[src/rtl/instr_fetch.sv]
// Instruction fetch sequencer: IDLE/ARM/RUN/DONE program-run control, PC update
// with an 8-entry branch-target table, and a saturating RUN cycle counter.
module instr_fetch #(
  parameter int              PCW        = 10,
  parameter int              IW         = 9,
  parameter logic [IW-1:0]   HALT_INSTR = '1
) (
  input  logic           Clk,
  input  logic           Reset,
  input  logic           Start,
  input  logic [IW-1:0]  InstIn,
  input  logic           isBranch,
  input  logic           BranchTaken,
  input  logic           LutWe,
  input  logic [2:0]     LutAddr,
  input  logic [PCW-1:0] LutData,
  output logic [PCW-1:0] InstAddr,
  output logic [2:0]     Opcode,
  output logic           InstValid,
  output logic           Done,
  output logic [15:0]    CycleCnt
);

  typedef enum logic [1:0] {S_IDLE, S_ARM, S_RUN, S_DONE} state_t;

  state_t         r_state, w_state_nxt;
  logic [PCW-1:0] r_pc, w_pc_nxt;
  logic [15:0]    r_cnt, w_cnt_nxt;
  logic [PCW-1:0] r_lut [8];
  logic           w_halt, w_take;

  assign w_halt = (InstIn == HALT_INSTR);
  assign w_take = isBranch & BranchTaken;

  always_ff @(posedge Clk) begin
    if (Reset) begin
      r_state <= S_IDLE;
      r_pc    <= '0;
      r_cnt   <= '0;
      for (int i = 0; i < 8; i++) r_lut[i] <= '0;
    end else begin
      r_state <= w_state_nxt;
      r_pc    <= w_pc_nxt;
      r_cnt   <= w_cnt_nxt;
      if (LutWe) r_lut[LutAddr] <= LutData;
    end
  end

  // Branch lookup reads the registered table, so a same-cycle write is not seen.
  always_comb begin
    w_state_nxt = r_state;
    w_pc_nxt    = r_pc;
    w_cnt_nxt   = r_cnt;
    case (r_state)
      S_IDLE: begin
        w_pc_nxt = '0;
        if (Start) w_state_nxt = S_ARM;
      end
      S_ARM: begin
        w_pc_nxt  = '0;
        w_cnt_nxt = '0;
        if (!Start) w_state_nxt = S_RUN;
      end
      S_RUN: begin
        if (r_cnt != 16'hFFFF) w_cnt_nxt = r_cnt + 16'd1;
        if (Start)       w_state_nxt = S_ARM;
        else if (w_halt) w_state_nxt = S_DONE;
        else if (w_take) w_pc_nxt = r_lut[InstIn[2:0]];
        else             w_pc_nxt = r_pc + 1'b1;
      end
      S_DONE: begin
        if (Start) w_state_nxt = S_ARM;
      end
      default: w_state_nxt = S_IDLE;
    endcase
  end

  assign InstAddr  = r_pc;
  assign Opcode    = InstIn[IW-1 -: 3];
  assign InstValid = (r_state == S_RUN);
  assign Done      = (r_state == S_DONE);
  assign CycleCnt  = r_cnt;

endmodule

[config.mk]
export PLATFORM = sky130hd
export DESIGN_NAME = instr_fetch
export DESIGN_NICKNAME = d
export VERILOG_FILES = /design/src/rtl/instr_fetch.sv
export SDC_FILE = /design/constraint.sdc
export NUM_CORES = 1
export LEC_CHECK = 0
export ABC_AREA = 1
export ABC_CLOCK_PERIOD_IN_PS = 2200
export CORE_MARGIN = 2
export CORE_UTILIZATION = 57
export CTS_CLUSTER_DIAMETER = 50
export DETAILED_ROUTE_END_ITERATION = 12
export HOLD_SLACK_MARGIN = 0.15
export PLACE_DENSITY = 0.81
export RECOVER_POWER = 50
export SLEW_MARGIN = 10
export SYNTH_ARGS = -nofsm -noshare
export SYNTH_HDL_FRONTEND = slang
export SYNTH_SLANG_ARGS = --single-unit
[constraint.sdc]
create_clock -name Clk -period 2.2 [get_ports Clk]
set_clock_uncertainty 0.15 [all_clocks]
set_input_delay 0.22 -clock Clk [delete_from_list [all_inputs] [get_ports Clk]]
set_output_delay 0.22 -clock Clk [all_outputs]
set_load 0.02 [all_outputs]
# Word-level counts from Yosys, hierarchy flattened
# Memory sizes are Yosys's and may differ from the RTL's.
# Cells that the tools add are included.
[totals]
regBits = 28
ramBits = 80
in_bits = 28
out_inout_bits = 31
word_cells = 46
mem_count = 1
[classes]
addsub = 2
n_eq_ne = 11
mux = 19
bitwise_logic = 1
reduce_logical = 9
[mem_list]
columns = ["name", "depth", "width", "read_ports", "rd_clocked_by_memory_dff", "write_ports", "line", "rtl"]
rows = [
  ["r_lut", 8, 10, 1, 0, 8, "29", "logic [PCW-1:0] r_lut [8];"],
]
[op_table]
columns = ["op", "n"]
rows = [
  ["$mux 10", 4],
  ["$pmux 16 s2", 1],
  ["$pmux 10 s2", 1],
  ["$add 16x1->16 const B", 1],
  ["$mux 16", 1],
  ["$ne 16x16->1 const B", 1],
  ["$add 10x1->10 const B", 1],
  ["$reduce_or 10->1", 1],
  ["$eq 9x9->1 const B", 1],
  ["$mux 2", 4],
  ["$mux 1", 6],
  ["$ne 2x2->1 const B", 3],
  ["$pmux 2 s3", 1],
  ["$reduce_and 3->1", 2],
  ["$eq 2x2->1 const B", 2],
  ["$ne 2x1->1 const B", 2],
  ["$reduce_bool 2->1", 2],
  ["$reduce_or 2->1", 2],
  ["$mux 3", 1],
  ["$ne 3x2->1 const B", 1],
  ["$eq 2x1->1 const B", 1],
  ["$logic_not 2->1", 1],
  ["$reduce_and 2->1", 1],
  ["$and 1x1->1", 1],
]

# Logic depth before layout (Yosys ltp)
[logic_depth]
ltp_word = 5
ltp_mapped = 10
ltp_nobuf = 10

# Worst setup path after synthesis
# Ideal clock, no wire load.
[synth_timing]
kind = "reg2reg"
start = "reg r_state[0]"
end = "reg r_cnt[13] (netlist: CycleCnt[13])"
setup_ns = 0.115
arrival_ns = 1.551
t_required_ns = 1.935
path_slack_ns = 0.384
path_stages_with_launch = 10
n_path_buf = 2
period_less_slack_ns = 1.816
cell_sequence = "dfxtp_1 > inv_1 > ha_1 > buf_2 > nor2_1 > inv_1 > buf_2 > nand2_1 > a21boi_1 > nor2_1"
[synth_between]
elab_chain_len = 3
word_cells_on_any_way = 6
cone_classes = "eq/ne: 3; mux: 1; reduce/logical: 2"
[synth_rtl]
columns = ["element", "line", "rtl"]
rows = [
  ["start, declared", "26", "state_t r_state, w_state_nxt;"],
  ["start signal, assigned", "42", "r_state <= w_state_nxt;"],
  ["$eq 2x2->1 (*)", "n/a", ""],
  ["net InstValid", "19", "output logic InstValid,"],
  ["$ne 2x1->1 (no line) or $reduce_bool 2->1 (tied branches)", "n/a", ""],
  ["$reduce_and 2->1 (no line)", "n/a", ""],
  ["end signal, assigned", "44", "r_cnt <= w_cnt_nxt;"],
  ["end, declared", "28", "logic [15:0] r_cnt, w_cnt_nxt;"],
]
# The timed path passes the listed nets; every way through them passes the cells marked *.
# A chain may end at the register's enable or synchronous reset.

# Final worst setup path
[layout_timing]
start = "reg r_state[0]"
end = "out InstValid"
[layout_between]
elab_chain_len = 1
[layout_rtl]
columns = ["element", "line", "rtl"]
rows = [
  ["$eq 2x2->1", "80", "assign InstValid = (r_state == S_RUN);"],
  ["end, declared", "19", ""],
]
# Every way passes these cells.

==> out/qor.yml <==
global_route:
  grt_max_degree: 45
  grt_pass1_wl_um: 20670
  antenna_found_initial: 0
  overflow: 0
  grt_usage_pct: 26.43
  grt_pass1_vias: 4383
finish:
  antenna_cells: 0
  most-common-layout-cells: "168 x nand2_1, 127 x nor2_1, 85 x nand3_1"
  finalNetCount: 742
  seqCellArea_um2: 2963
  final_common_cell: "nand2_1"
  instances_no_fill: 824
  layout-drive-gt1-share_pct: 6.031
  finish.utilization_pct: 67.84
  syn_to_final_growth_pct: 16.22
  multi_input_area_um2: 2031
  nFillCells: 728
placed_design:
  portBuffers: 58
  place_congestion: 0.9643
  dp_hpwl_um: 9068
  dp.cells: 809
pwr:
  power.leakage_nw: 2.442
  p_switching_mw: 1.289
  finalPower_mw: 4.284
  p_int_mw: 2.995
  power_frac_clock_pct: 26.9
  power.density_nw_per_um2: 686.7
  p_comb_share_pct: 17.9
  switching_share_pct: 30.09
  seqPwrFrac_pct: 55.3
  vdd_ir_drop_max_v: 0.0003155
job:
  timing.max_cap.violations: 0
worst_setup_path:
  required_ps: 1830
  cp.arrival_ps: 1760
  endpoint_kind: "output port"
  start_kind: "flop"
  cp_max_fo: 10
  worstSetupPathType: "flop to output port"
die:
  die_area_um2: 10210
  initial_core_util_pct: 58.37
  die_width_um: 101.0
  ios: 59
  fp.dieH_um: 101.0
  core_area_um2: 9196
  core.rowCount: 35
drt:
  routed_wl_um: 12760
  via_per_inst: 5.563
  postRouteAntennaNets: 0
  vias: 4584
  drcViolationCount: 0
  post_drt_wl_per_cell_um: 15.48
  dr.pass1.iters: 5
  first_iter_violations: 423
synthesis:
  syn_area_um2: 5368
  synth_nets: 684
  synth_area_per_cell_um2: 8.245
  yosysSeqAreaShare_pct: 55.20
  ys_types: 30
  synth_warnings: 0
  synth_seq_cells: 108
  syn_inst: 651
clock_tree:
  clkSlewWorstSetupHoldPaths_ps: 110
  clockBufferDepth: 2
  cts_tree: "built"
  insertion_delay_ps: 370
  cts_hold_buf: 0
  cts.htree.levels: 3
  cts.sinks: 108
  post_cts_buffers: 0
  cts-resized-gates: 0
  cts_inserted_buffers: 9
  cts_root_buf: "clkbuf_8"
timing:
  slew_headroom_pct: 56.09
  timing.fmax_ghz: 0.4695
  rsz0062_at_grt: "false"
  min_period_ps: 2130
  finalCritPeriodShare_pct: 96.82
  worst_pin_slew_ps: 658.6
  setup_viol: 0
  drv_slew: 0
  hold_viol: 0
  tns_ps: 0
outcome:
  status: "finished, final reports clean"
min_path:
  hp-class: "flop to flop"
[metal layers]
layer	up-vias	track usage [%]	wire, µm
met1	2120	34.27	5325
met4	0	8.628	276
met3	23	4.924	893
li1	2242	-	-
met2	199	44.88	6264
met5	-	0	0
[worst max-delay path: stages (launching register included)]
cell and delay [ps]:
dfxtp_1 340, inv_1 80, ha_1 170, buf_4 190, clkdlybuf4s50_1 620
[power by group through the flow]
stage	clock, mW	combinational (mW)	sequential (mW)
finish	1.15	0.765	2.37
global route	1.23	0.849	2.38
CTS	1.15	0.767	2.37
detailed placement	0	0.758	2.41
global placement	0	0.733	2.40
floorplan	0	0.503	2.41
[synth_stat cells]
cell	count	area, µm²
a21boi_1	1	7.510
a21oi_1	29	145.1
a22oi_1	2	15.01
buf_2	23	115.1
buf_4	3	22.52
buf_6	2	22.52
clkbuf_1	4	15.01
clkinv_1	2	7.510
dfxtp_1	28	560.5
edfxtp_1	80	2402
ha_1	5	62.56
inv_1	47	176.4
inv_2	4	15.01
mux2i_1	1	10.01
nand2_1	168	630.6
nand2_2	4	25.02
nand3_1	85	425.4
nand3_2	2	20.02
nand3b_1	4	30.03
nand4_1	1	6.260
nor2_1	127	476.7
nor2_2	2	12.51
nor3_1	4	20.02
o211ai_1	3	22.52
o21ai_0	12	60.06
o21ai_1	1	5.000
o21ai_4	1	16.27
o22ai_1	2	12.51
or2_2	3	18.77
xnor2_1	1	8.760
[per-stage QoR]
step | hold slack (ps) | cell area, µm² | worst slack, ps
2_1_floorplan | 307.9 | 5368 | 384.2
3_3_place_gp | 333.2 | 6095 | 215.5
3_5_place_dp | 352.1 | 6095 | 176.0
4_1_cts | 366.8 | 6275 | 61.86
5_1_grt | 384.6 | 6238 | 1.849
6_report | 364.3 | 6238 | 69.94
[state kept, by name (all words and copies together) (netlist names)]
| register | cells |
|---|---|
| CycleCnt | 16 |
| r_lut | 80 |
| r_state | 2 |
| InstAddr | 10 |
[final timing paths]
check,cells past startpoint,slack [ps],start,to
worst max-delay path,4,70,r_state[0]$_SDFFE_PP0P_,InstValid
worst min-delay path,2,360,InstAddr[4]$_SDFFE_PP0P_,InstAddr[4]$_SDFFE_PP0P_
worst max register to register,8,340,CycleCnt[0]$_SDFFE_PP0P_,CycleCnt[0]$_SDFFE_PP0P_
worst min register to register,2,360,InstAddr[4]$_SDFFE_PP0P_,InstAddr[4]$_SDFFE_PP0P_
[cell type report]
class,instances,share of cell area [%]
clock buffer,9,1.986
tap,111,2.226
clock inverter,6,0.9025
inverter,53,3.189
timing repair buffer,79,11.65
sequential,108,47.49
multi-input combinational,458,32.55
[cells by family (layout without fill, tap and decap cells)]
kind of cell             after synthesis  after routing  share of synthesized area, %
AO/OA/AOI/OAI                         51             51                         5.291
XOR/XNOR                               1              1                        0.1632
adder cells (fa/ha/maj)                5              5                         1.166
buffers and inverters                 85            147                         6.970
flip-flops                           108            108                         55.20
multiplexers                           1              1                        0.1865
AND/OR/NAND/NOR                      400            400                         31.03
No activity file was read; power rests on OpenSTA's default activity.
==> RTL change, RTL diff (same settings) <==
`r_pc` no longer has a reset.
--- a/src/rtl/instr_fetch.sv
+++ b/src/rtl/instr_fetch.sv
@@ -35,15 +35,17 @@
   always_ff @(posedge Clk) begin
     if (Reset) begin
       r_state <= S_IDLE;
-      r_pc    <= '0;
       r_cnt   <= '0;
       for (int i = 0; i < 8; i++) r_lut[i] <= '0;
     end else begin
       r_state <= w_state_nxt;
-      r_pc    <= w_pc_nxt;
       r_cnt   <= w_cnt_nxt;
       if (LutWe) r_lut[LutAddr] <= LutData;
     end
+  end
+
+  always_ff @(posedge Clk) begin
+    r_pc <= w_pc_nxt;
   end
 
   // Branch lookup reads the registered table, so a same-cycle write is not seen.
Behaviour: differs if Reset is asserted again (counterexample within 4 cycles, from zero or initial values and one cycle with Reset high); with Reset held inactive, the same outputs for 10 cycles.
==> RTL change against the unedited design <==
- cell count decreased by 1.9%
- synthesized cell count down 3.2%
- routed wire length up 5.1%
- worst setup slack improved by 0.055 ns
- cell area rose by 1.6%
- largest cell class unchanged
- combinational power is 37% higher
- register-to-register slack got worse by 0.16 ns
- total power is 16% higher
- area after synthesis about the same
- sequential cell count did not move
==> RTL change: results (changes against the unedited design) <==
- Post-synth net total: 663 (was 684)
- Sw Ratio: 29.84% (was 30.09%)
- Comb power frac: 21.2% (was 17.9%)
- Status: completed (unchanged)
- Top post-synthesis cells by count: 184 x nor2_1, 90 x edfxtp_1, 89 x nand2_1, 55 x nand3_1, 49 x o21ai_0 (was 168 x nand2_1, 127 x nor2_1, 85 x nand3_1, 80 x edfxtp_1, 47 x inv_1)
- Proportion of synthesized chip area in sequential cells: 57.05% (was 55.20%)
- YS warnings: 0 (unchanged)
- Peak VDD IR: 0.4699 mV (was 0.3155 mV)
- Post-DP HPWL: 9.585 mm (was 9.068 mm)
- Slowest-stage cell, CP: clkdlybuf4s50_1 (unchanged)
- Critical-path maximum fanout: 7 (was 10)
- Nets: 725 (was 742)
- Clock Tree Buf Depth: 2 (unchanged)
- Drt pass-1 iters: 6 (was 5)
- Slew Limit Headroom: 59.45% (was 56.09%)
- Top delay family on crit path: buffers and inverters (unchanged)
- First DRT Iteration DRCs: 396 (was 423)
- Top cells by area, synth: edfxtp_1 50%, nor2_1 13%, dfxtp_1 6.7%, nand2_1 6.2%, nand3_1 5.1% (was edfxtp_1 45%, nand2_1 12%, dfxtp_1 10%, nor2_1 8.9%, nand3_1 7.9%)
- First-pass GRT wire length: 21.67 mm (was 20.67 mm)
- Vias/cell: 5.818 (was 5.563)
- Largest net degree at the start of global routing: 24 (was 45)
- Post-Place Setup Slack: 0.1283 ns (was 0.1760 ns)
- Routed WL per cell: 16.59 um (was 15.48 um)
- Leakage: 2.417 nW (was 2.442 nW)
- Total power draw: 0.004972 W (was 0.004284 W)
- WP data arrival: 1.70 ns (was 1.76 ns)
- CP max stage delay: 0.64 ns (was 0.62 ns)
- Vias in the first global route: 4378 (was 4383)
- Total track usage: 27.72% (was 26.43%)
- EDFF count, synth: 90 (was 80)
- Unique cell type count in the Yosys netlist: 29 (was 30)
- Share of cells above drive strength 1: 6.600% (was 6.031%)
- Gpl congestion: 0.8970 (was 0.9643)
## RTL change: worst paths after layout
path          startpoint            to  slack, ns  cells past startpoint
min reg2reg   r_state[1]    r_state[1]       0.36                      2
max           r_state[0]     InstValid       0.13                      3
max reg2reg  CycleCnt[1]  CycleCnt[13]       0.18                      9
min           r_state[1]    r_state[1]       0.36                      2
## RTL change: routing by layer
metal	routed length [um]	vias to the layer above	GRT usage, %
li1	-	2209	-
met1	5208	2190	36.87
met2	6544	261	45.59
met3	1279	41	4.924
met4	375	0	10.40
met5	0	-	0
## RTL change: worst register-to-register path: stages, from the launching register on
cell and delay (ns):
dfxtp_1 0.42, ha_1 0.23, nand2_2 0.10, nor2_4 0.11, nand2_2 0.10, o21ai_4 0.44
nand2_1 0.19, nand2_1 0.10, inv_1 0.04, nor2_1 0.08
## RTL change: cells by family after synthesis
kind of cell               count (synthesis)  synth area share, %
AOI/OAI and AO/OA                         91                9.229
xor gates and xnor gates                   1               0.1632
buffers and inverters                     78                5.919
adders and majority gates                  5                1.165
DFF                                      108                57.05
and+or+nand+nor                          347                26.47
## RTL change: through the flow
step	cells	util, %	instance area (um^2)
after global routing	808	68.93	6339
after detailed placement	792	66.90	6152
after CTS	808	69.32	6375
after floorplan	630	-	5369
after global placement	792	66.90	6152
final	808	68.93	6339
## RTL change: what timing repair did
item / CTS / global route
gates resized for setup: 0 / 1
setup endpoints to repair: 0 / 1
hold buffers: 0 / 0
## RTL change: area by class of cell
cell class	instances	area (um^2)
well taps	111	138.9
multi-input cells	444	1991
fillers	742	2858
inverters	47	176.4
clock buffers	10	127.6
clock inverters	6	95.09
flip-flops and latches	108	3063
repair buffers	82	747.0
